### src/rtl/frame_buffer_arbiter_if.sv
// SDRAM controller command port as seen from the frame buffer arbiter.
//   master : arbiter side (drives cmd_req/cmd_wr/cmd_addr/cmd_len, sees cmd_ack/burst_done)
//   slave  : SDRAM controller side
// cmd_addr is {bank, word offset}.
interface frame_buffer_arbiter_if #(
  parameter int unsigned OFFS_W = 20
) ();
  logic              cmd_req;
  logic              cmd_ack;
  logic              cmd_wr;
  logic [OFFS_W:0]   cmd_addr;
  logic [7:0]        cmd_len;
  logic              burst_done;

  modport master (
    output cmd_req,
    output cmd_wr,
    output cmd_addr,
    output cmd_len,
    input  cmd_ack,
    input  burst_done
  );

  modport slave (
    input  cmd_req,
    input  cmd_wr,
    input  cmd_addr,
    input  cmd_len,
    output cmd_ack,
    output burst_done
  );
endinterface

### src/rtl/frame_buffer_arbiter.sv
// Schedules SDRAM bursts between the camera write FIFO and the display read FIFO and owns the
// double-buffered frame addressing (write/read bank, per-frame word offsets).
// One burst in flight at a time: IDLE -> REQ -> WAIT -> IDLE.
// Ports:
//   CLK, RSTn      clock, asynchronous active-low reset
//   wr_fifo_level  camera FIFO words available
//   rd_fifo_level  display FIFO words held
//   cam_vsync      1-cycle camera frame-start pulse (already synchronised)
//   vga_vsync      1-cycle display frame-start pulse (already synchronised)
//   cmd            command port to the SDRAM controller (master modport)
//   wr_fifo_flush  1-cycle pulse: discard camera FIFO contents
//   rd_bank        bank currently being displayed
//   busy           high while in REQ or WAIT
module frame_buffer_arbiter #(
  parameter int unsigned LVL_W       = 10,
  parameter int unsigned RD_DEPTH    = 512,
  parameter int unsigned BURST_LEN   = 64,
  parameter int unsigned RD_LOW      = 128,
  parameter int unsigned OFFS_W      = 20,
  parameter int unsigned FRAME_WORDS = 737280
) (
  input  logic                 CLK,
  input  logic                 RSTn,
  input  logic [LVL_W-1:0]     wr_fifo_level,
  input  logic [LVL_W-1:0]     rd_fifo_level,
  input  logic                 cam_vsync,
  input  logic                 vga_vsync,
  frame_buffer_arbiter_if.master cmd,
  output logic                 wr_fifo_flush,
  output logic                 rd_bank,
  output logic                 busy
);

  localparam logic [LVL_W-1:0]  BurstLvl  = LVL_W'(BURST_LEN);
  localparam logic [LVL_W-1:0]  RdLowLvl  = LVL_W'(RD_LOW);
  localparam logic [LVL_W-1:0]  RdRoomLvl = LVL_W'(RD_DEPTH - BURST_LEN);
  localparam logic [OFFS_W-1:0] FrameEnd  = OFFS_W'(FRAME_WORDS);
  localparam logic [OFFS_W-1:0] BurstOffs = OFFS_W'(BURST_LEN);
  localparam logic [7:0]        CmdLen    = 8'(BURST_LEN);

  typedef enum logic [1:0] {StIdle, StReq, StWait} state_e;

  state_e              state_q;
  logic                wr_bank_q, done_bank_q, rd_bank_q;
  logic [OFFS_W-1:0]   wr_offs_q, rd_offs_q;
  logic                last_grant_q;  // 1 = write, 0 = read
  logic                cam_pend_q, vga_pend_q;
  logic                cmd_req_q, cmd_wr_q, flush_q, busy_q;
  logic [OFFS_W:0]     cmd_addr_q;

  logic                elig_rdu, elig_wr, elig_rd, any_elig, grant_wr;
  logic                apply, wr_frame_done, done_bank_nxt;

  always_comb begin
    elig_rdu      = (rd_fifo_level < RdLowLvl) && (rd_offs_q < FrameEnd);
    elig_wr       = (wr_fifo_level >= BurstLvl) && (wr_offs_q < FrameEnd);
    elig_rd       = (rd_fifo_level <= RdRoomLvl) && (rd_offs_q < FrameEnd);
    any_elig      = elig_rdu || elig_wr || elig_rd;
    grant_wr      = 1'b0;
    if (elig_rdu) begin
      grant_wr = 1'b0;
    end else if (elig_wr && elig_rd) begin
      grant_wr = ~last_grant_q;  // round-robin: opposite of the previous grant
    end else begin
      grant_wr = elig_wr;
    end
    // vsyncs are only applied between bursts, never while one is in flight
    apply         = (state_q == StIdle) && (cam_pend_q || vga_pend_q);
    wr_frame_done = (wr_offs_q == FrameEnd);
    // vga sees the bank that a simultaneous cam vsync has just completed
    done_bank_nxt = (cam_pend_q && wr_frame_done) ? wr_bank_q : done_bank_q;
  end

  always_ff @(posedge CLK or negedge RSTn) begin
    if (!RSTn) begin
      state_q      <= StIdle;
      wr_bank_q    <= 1'b0;
      done_bank_q  <= 1'b1;
      rd_bank_q    <= 1'b1;
      wr_offs_q    <= '0;
      rd_offs_q    <= '0;
      last_grant_q <= 1'b0;
      cam_pend_q   <= 1'b0;
      vga_pend_q   <= 1'b0;
      cmd_req_q    <= 1'b0;
      cmd_wr_q     <= 1'b0;
      cmd_addr_q   <= '0;
      flush_q      <= 1'b0;
      busy_q       <= 1'b0;
    end else begin
      flush_q    <= 1'b0;
      // a vsync in the same cycle as its application re-arms the flag
      cam_pend_q <= cam_vsync || (cam_pend_q && !apply);
      vga_pend_q <= vga_vsync || (vga_pend_q && !apply);
      unique case (state_q)
        StIdle: begin
          if (apply) begin
            if (cam_pend_q) begin
              if (wr_frame_done) begin
                done_bank_q <= wr_bank_q;
                wr_bank_q   <= ~wr_bank_q;
              end
              // a partial frame is simply rewritten in the same bank
              wr_offs_q <= '0;
              flush_q   <= 1'b1;
            end
            if (vga_pend_q) begin
              rd_bank_q <= done_bank_nxt;
              rd_offs_q <= '0;
            end
          end else if (any_elig) begin
            state_q      <= StReq;
            cmd_req_q    <= 1'b1;
            busy_q       <= 1'b1;
            cmd_wr_q     <= grant_wr;
            cmd_addr_q   <= grant_wr ? {wr_bank_q, wr_offs_q} : {rd_bank_q, rd_offs_q};
            last_grant_q <= grant_wr;
          end
        end
        StReq: begin
          if (cmd.cmd_ack) begin
            state_q   <= StWait;
            cmd_req_q <= 1'b0;
          end
        end
        StWait: begin
          if (cmd.burst_done) begin
            if (cmd_wr_q) begin
              wr_offs_q <= wr_offs_q + BurstOffs;
            end else begin
              rd_offs_q <= rd_offs_q + BurstOffs;
            end
            state_q <= StIdle;
            busy_q  <= 1'b0;
          end
        end
        default: state_q <= StIdle;
      endcase
    end
  end

  assign cmd.cmd_req   = cmd_req_q;
  assign cmd.cmd_wr    = cmd_wr_q;
  assign cmd.cmd_addr  = cmd_addr_q;
  assign cmd.cmd_len   = CmdLen;
  assign wr_fifo_flush = flush_q;
  assign rd_bank       = rd_bank_q;
  assign busy          = busy_q;

endmodule

### src/flat_wrapper.sv
// flat-port wrapper written by rule: the top's interface ports become plain ports
module frame_buffer_arbiter_flat 
#(
  parameter int unsigned LVL_W       = 10,
  parameter int unsigned RD_DEPTH    = 512,
  parameter int unsigned BURST_LEN   = 64,
  parameter int unsigned RD_LOW      = 128,
  parameter int unsigned OFFS_W      = 20,
  parameter int unsigned FRAME_WORDS = 737280
)
  (CLK, RSTn, wr_fifo_level, rd_fifo_level, cam_vsync, vga_vsync, wr_fifo_flush, rd_bank, busy, cmd_cmd_req, cmd_cmd_wr, cmd_cmd_addr, cmd_cmd_len, cmd_cmd_ack, cmd_burst_done);
  frame_buffer_arbiter_if #(.OFFS_W(OFFS_W)) cmd_i ();
  input  logic CLK;
  input  logic RSTn;
  input  logic [LVL_W-1:0] wr_fifo_level;
  input  logic [LVL_W-1:0] rd_fifo_level;
  input  logic cam_vsync;
  input  logic vga_vsync;
  output logic wr_fifo_flush;
  output logic rd_bank;
  output logic busy;
  output wire logic [$bits(cmd_i.cmd_req)-1:0] cmd_cmd_req;
  output wire logic [$bits(cmd_i.cmd_wr)-1:0] cmd_cmd_wr;
  output wire logic [$bits(cmd_i.cmd_addr)-1:0] cmd_cmd_addr;
  output wire logic [$bits(cmd_i.cmd_len)-1:0] cmd_cmd_len;
  input wire logic [$bits(cmd_i.cmd_ack)-1:0] cmd_cmd_ack;
  input wire logic [$bits(cmd_i.burst_done)-1:0] cmd_burst_done;
  assign cmd_cmd_req = cmd_i.cmd_req;
  assign cmd_cmd_wr = cmd_i.cmd_wr;
  assign cmd_cmd_addr = cmd_i.cmd_addr;
  assign cmd_cmd_len = cmd_i.cmd_len;
  assign cmd_i.cmd_ack = cmd_cmd_ack;
  assign cmd_i.burst_done = cmd_burst_done;
  frame_buffer_arbiter #(.LVL_W(LVL_W), .RD_DEPTH(RD_DEPTH), .BURST_LEN(BURST_LEN), .RD_LOW(RD_LOW), .OFFS_W(OFFS_W), .FRAME_WORDS(FRAME_WORDS)) u_core (.CLK(CLK), .RSTn(RSTn), .wr_fifo_level(wr_fifo_level), .rd_fifo_level(rd_fifo_level), .cam_vsync(cam_vsync), .vga_vsync(vga_vsync), .cmd(cmd_i), .wr_fifo_flush(wr_fifo_flush), .rd_bank(rd_bank), .busy(busy));
endmodule
### config.mk
export PLATFORM = sky130hd
export DESIGN_NAME = frame_buffer_arbiter_flat
export DESIGN_NICKNAME = d
export VERILOG_FILES = /design/src/rtl/frame_buffer_arbiter_if.sv /design/src/rtl/frame_buffer_arbiter.sv /design/src/flat_wrapper.sv
export SDC_FILE = /design/constraint.sdc
export NUM_CORES = 1
export LEC_CHECK = 0
export BUFFER_PORTS_ARGS = -buffer_cell sky130_fd_sc_hd__buf_2
export CAP_MARGIN = 20
export CORE_ASPECT_RATIO = 1.5
export CORE_MARGIN = 2
export CORE_UTILIZATION = 40
export CTS_CLUSTER_DIAMETER = 200
export DETAILED_ROUTE_END_ITERATION = 10
export GPL_ROUTABILITY_DRIVEN = 0
export PLACE_DENSITY_LB_ADDON = 0.08
export SLEW_MARGIN = 10
export SYNTH_ARGS = -nofsm -noshare
export SYNTH_HDL_FRONTEND = slang
export SYNTH_SLANG_ARGS = --single-unit
### constraint.sdc
create_clock -name CLK -period 4.62 [get_ports CLK]
set_input_delay 0.462 -clock CLK [delete_from_list [all_inputs] [get_ports CLK]]
set_output_delay 0.462 -clock CLK [all_outputs]
set_load 0.05 [all_outputs]
# --- After elaboration in Yosys (flattened, before gate mapping) ---
# Cells that the tools add are included.
op_classes:
  n_reduce_logical: 25
  eq_ne: 12
  muxes: 28
  order_cmp: 5
  bitwise_logic: 3
  add_sub_neg: 2
ops:
  columns: ["operator", "count"]
  rows:
  - ["20-bit two-way mux", 8]
  - ["20-bit case mux with 2 select lines", 2]
  - ["20-bit by 7-bit adder with 20-bit output, second input constant", 2]
  - ["20-bit less-than comparator, second input constant", 2]
  - ["21-bit two-way mux", 1]
  - ["20-bit == test, second input constant", 1]
  - ["4-bit AND reduction", 4]
  - ["10-bit by 7-bit >= comparator with 1-bit output, second input constant", 1]
  - ["10-bit by 9-bit less-or-equal comparator with 1-bit output, second input constant", 1]
  - ["10-bit by 8-bit less-than comparator with 1-bit output, second input constant", 1]
  - ["1-bit two-way mux", 10]
  - ["2-bit by 1-bit inequality test with 1-bit output, second input constant", 5]
  - ["5-bit AND reduction", 2]
  - ["1-bit logical AND", 8]
  - ["2-bit two-way mux", 4]
  - ["2-bit inequality test, second input constant", 4]
  - ["2-bit case mux with 3 select lines", 1]
  - ["3-bit AND reduction", 2]
  - ["1-bit logical OR", 5]
  - ["1-bit case mux with 2 select lines", 2]
  - ["2-bit nonzero test", 2]
  - ["1-bit NOT", 3]
  - ["2-bit by 1-bit == test with 1-bit output, second input constant", 1]
  - ["2-bit == test, second input constant", 1]
  - ["other kinds (2)", 2]
word_totals:
  elab_cells: 88
  ff_bits: 72
  inputBits: 26
  out_inout_bits: 34

# --- Longest topological paths before layout ---
logic_depth:
  word_depth: 7
  mapped_depth: 7

# --- Worst setup path after synthesis ---
# No wires, ideal clock.
synth_path:
  path_type: "register -> register"
  start: "register u_core.last_grant_q"
  end: "register u_core.cmd_addr_q[14], in the netlist u_core.cmd.cmd_addr[14]"
  setup_time_ns: 0.125
  required_ns: 4.495
  arrival_time_ns: 2.029
  period_less_slack_ns: 2.154
  slack_ns: 2.466
  path_stages_with_launch: 6
  cell_sequence: "dfrtp_1 > inv_1 > o311ai_4 > buf_6 > mux2_4 > mux2_4"
synth_between:
  elab_chain_len: 4
synth_lines:
  columns: ["item", "line", "rtl"]
  rows:
  - ["from (decl)", "frame_buffer_arbiter.sv:46", "logic last_grant_q;"]
  - ["from (signal assigned)", "frame_buffer_arbiter.sv:117", "last_grant_q <= grant_wr;"]
  - ["1-bit NOT", "frame_buffer_arbiter.sv:63", "grant_wr = ~last_grant_q;"]
  - ["1-bit two-way mux", "frame_buffer_arbiter.sv:62", "end else if (elig_wr && elig_rd) begin"]
  - ["1-bit two-way mux", "frame_buffer_arbiter.sv:60", "if (elig_rdu) begin"]
  - ["21-bit two-way mux", "frame_buffer_arbiter.sv:116", "cmd_addr_q <= grant_wr ? {wr_bank_q, wr_offs_q} : {rd_bank_q, rd_offs_q};"]
  - ["to (signal assigned)", "frame_buffer_arbiter.sv:116", null]
  - ["to (decl)", "frame_buffer_arbiter.sv:49", "logic [OFFS_W:0] cmd_addr_q;"]
# Every way passes these cells.
# A chain may end at the register's enable or synchronous reset.

# --- Worst setup path in the final report ---
layout_path:
  start: "register u_core.rd_offs_q[14]"
  end: "register u_core.cmd_addr_q[9], in the netlist u_core.cmd.cmd_addr[9]"
layout_between:
  elab_chain_len: 6
  word_cells_on_any_way: 10
  cone_classes: "1 x order compare; 3 x mux; 6 x reduce/logical"
layout_lines:
  columns: ["item", "line", "rtl"]
  rows:
  - ["from (decl)", "frame_buffer_arbiter.sv:45", "logic [OFFS_W-1:0] wr_offs_q, rd_offs_q;"]
  - ["from (signal assigned)", "frame_buffer_arbiter.sv:131", "rd_offs_q <= rd_offs_q + BurstOffs;"]
  - ["20-bit less-than comparator *", "frame_buffer_arbiter.sv:55, frame_buffer_arbiter.sv:57", null]
  - ["1-bit logical AND", "frame_buffer_arbiter.sv:57", "elig_rd = (rd_fifo_level <= RdRoomLvl) && (rd_offs_q < FrameEnd);"]
  - ["1-bit logical AND", "frame_buffer_arbiter.sv:62", null]
  - ["1-bit two-way mux", "frame_buffer_arbiter.sv:62", null]
  - ["1-bit two-way mux", "frame_buffer_arbiter.sv:60", null]
  - ["21-bit two-way mux", "frame_buffer_arbiter.sv:116", null]
# Every way passes the cells marked *; elsewhere a longest branch is shown, timed or not.

==> metrics <==
Worst-path clk slew 0.10 ns; max cap viols 0; CTS-repair resized insts 0; post-CTS setup buffer count 0; DP Cell Count 378; Die Y 108.5 um; Final #Nets 335; most common cell in the netlist dfrtp_1; status complete, no violations; storage element area 0.001354 mm^2; Achievable Freq 0.3866 GHz; Num CTS Buffers 5; main flop type after synthesis dfrtp_1; critical-path maximum fanout 16; DRT iter0 DRCs 76; RSZ-0062 raised after global routing no; Worst EP arrival 2.80 ns; FFs w/ async S/R, synth 1.000; DPL Wire Length 4369 um; Die Wd 73.65 um; Seq/Total Area, Yosys 0.4652; PortBufs 39; skew final 0.008609 ns; share of cells above drive strength 1 0.2787; area grow syn2layout 11.01%; Via density 5.117; Rel. slew slack 0.3025; cell count after synthesis 267; Pre-antenna DRT Iters 4; DR DRC count 0; Final Setup Violations 0; vias in the first global route 1990; Hold Vio Cnt, Final 0; maximum VDD drop 0.0002413 V; Final WS setup 2.034 ns; final slew viol count 0; Clock Latency Late Sink 0.32 ns; routed len/inst 15.56 um; Root Driver clkbuf_8; Period Utilization, post-route 0.5598; fin cells 385; Post-synth EDFFs 0; largest net degree at the start of global routing 55; Yosys top cell area share 0.4471; synth unique cells 42; Total Wirelength 5992 um; Worst Path Required 4.83 ns; Worst Tran Pin Value 1.044 ns; Post-synth top cells dfrtp_1, nor2_1, nand3_1; core area 0.007132 mm^2; YS warnings 0; clock tree buffer depth 2; first-pass GRT wire length 10030 um; Clock Sinks 54; CP Launch Type flip-flop; Layout fillers 707; Final Power 1361 uW; mapped cell area 0.002910 mm^2; footprint of the multi-input gates 0.001409 mm^2; Place WS 1.833 ns; Initial Util 0.4081; post-route minimum period 2.586 ns; Setup crit end kind flip-flop; CTS tree done; Yosys reg bits 54; antenna cells 0; Post-DRT Antenna Nets 0; syn_area_per_cell 10.90 um^2; setup TNS 0 ns; type of the most critical hold path input port to async pin; PD cells 421.2 mW/mm^2; GRT Total Usage 0.1669; leakage 0.001566 uW; initial antenna violation count 0; hold_buf cts 0; die area 0.007988 mm^2; GRT overflow 0; htree depth 2; Rows 38; critical path class flip-flop to flip-flop; most area-hungry cell type in the Yosys netlist dfrtp_1; Via Count 1970; num ports 60; Synth area leaders dfrtp_1, mux2_4, mux2_2
-- worst max-delay path, stage by stage (launching register included) --
cell       delay (ns)
dfrtp_1          0.47
o2111ai_1        0.30
nand2_1          0.15
o311ai_4         0.87
mux2_2           0.42
mux2_2           0.26
-- final timing paths --
| check | cells past startpoint | endpoint | from | slack, ns |
|---|---|---|---|---|
| worst max-delay path | 5 | u_core.cmd.cmd_addr[9] | u_core.rd_offs_q[14] | 2.03 |
| worst min-delay path | 2 | u_core.cmd.cmd_addr[18] | RSTn | 0.25 |
| worst max register to register | 5 | u_core.cmd.cmd_addr[9] | u_core.rd_offs_q[14] | 2.03 |
| worst min register to register | 2 | u_core.busy | u_core.busy | 0.48 |
| max in group asynchronous | 2 | u_core.cmd.cmd_addr[12] | RSTn | 3.89 |
| min in group CLK | 2 | u_core.cam_pend_q | cam_vsync | 0.31 |
-- area by class of cell --
type | count | share of cell area
clock buffer | 6 | 0.02556
clock inverter | 1 | 0.009295
inverter | 12 | 0.01394
multi-input combinational | 191 | 0.4361
sequential | 54 | 0.4191
tap | 80 | 0.03098
timing repair buffer | 41 | 0.06507
-- per-stage QoR --
step	hold slack, ns	cell area, um^2	util
after floorplan	0.1664	2955	-
after global placement	0.4610	3110	0.4361
after detailed placement	0.4613	3118	0.4372
after CTS	0.2940	3231	0.4530
after global routing	0.3119	3231	0.4530
final	0.2494	3231	0.4530
-- state kept, by name, indices dropped and copies added, names as in the netlist --
register,cells
u_core.wr_fifo_flush,1
u_core.vga_pend_q,1
u_core.cmd.cmd_addr,15
u_core.rd_offs_q,14
u_core.state_q,2
u_core.busy,1
u_core.rd_bank,1
u_core.done_bank_q,1
u_core.wr_offs_q,14
u_core.last_grant_q,1
u_core.cmd.cmd_req,1
u_core.cam_pend_q,1
u_core.wr_bank_q,1
-- routing by layer --
layer	wire length, um	vias up	track usage
met1	2611	959	0.2037
met2	3091	36	0.2806
met3	177	8	0.03728
met4	112	0	0.06623
met5	0	-	0
li1	-	967	-
-- cells by family after synthesis --
family                     synth area share
other                              0.002580
buffers and inverters               0.06621
AOI/OAI and AO/OA                   0.07567
DFF                                  0.4652
muxes                                0.1505
adders and majority gates           0.01720
and+or+nand+nor                      0.1505
xor gates and xnor gates            0.07223
-- power by group --
part | total, uW | switching [uW] | internal [uW]
Combinational | 450 | 326 | 124
Clock | 333 | 159 | 174
Sequential | 578 | 53.5 | 525
Total | 1360 | 539 | 822
-- cells in the final DEF, fill, tap and decap left out, drive strengths merged, types with 3 or more instances in the layout --
| cell | n |
|---|---|
| dfrtp | 52 |
| buf | 41 |
| nor2 | 32 |
| mux2 | 30 |
| nand3 | 18 |
| xor2 | 14 |
| conb | 14 |
| inv | 12 |
| nand2 | 12 |
| xnor2 | 10 |
| nand4 | 7 |
| a21oi | 6 |
| o21ai | 6 |
| clkbuf | 6 |
| mux2i | 4 |
| ha | 4 |
| nor4 | 3 |
| nor3 | 3 |
| a2111oi | 3 |
| and3 | 3 |
No activity file was read; power rests on OpenSTA's default activity.
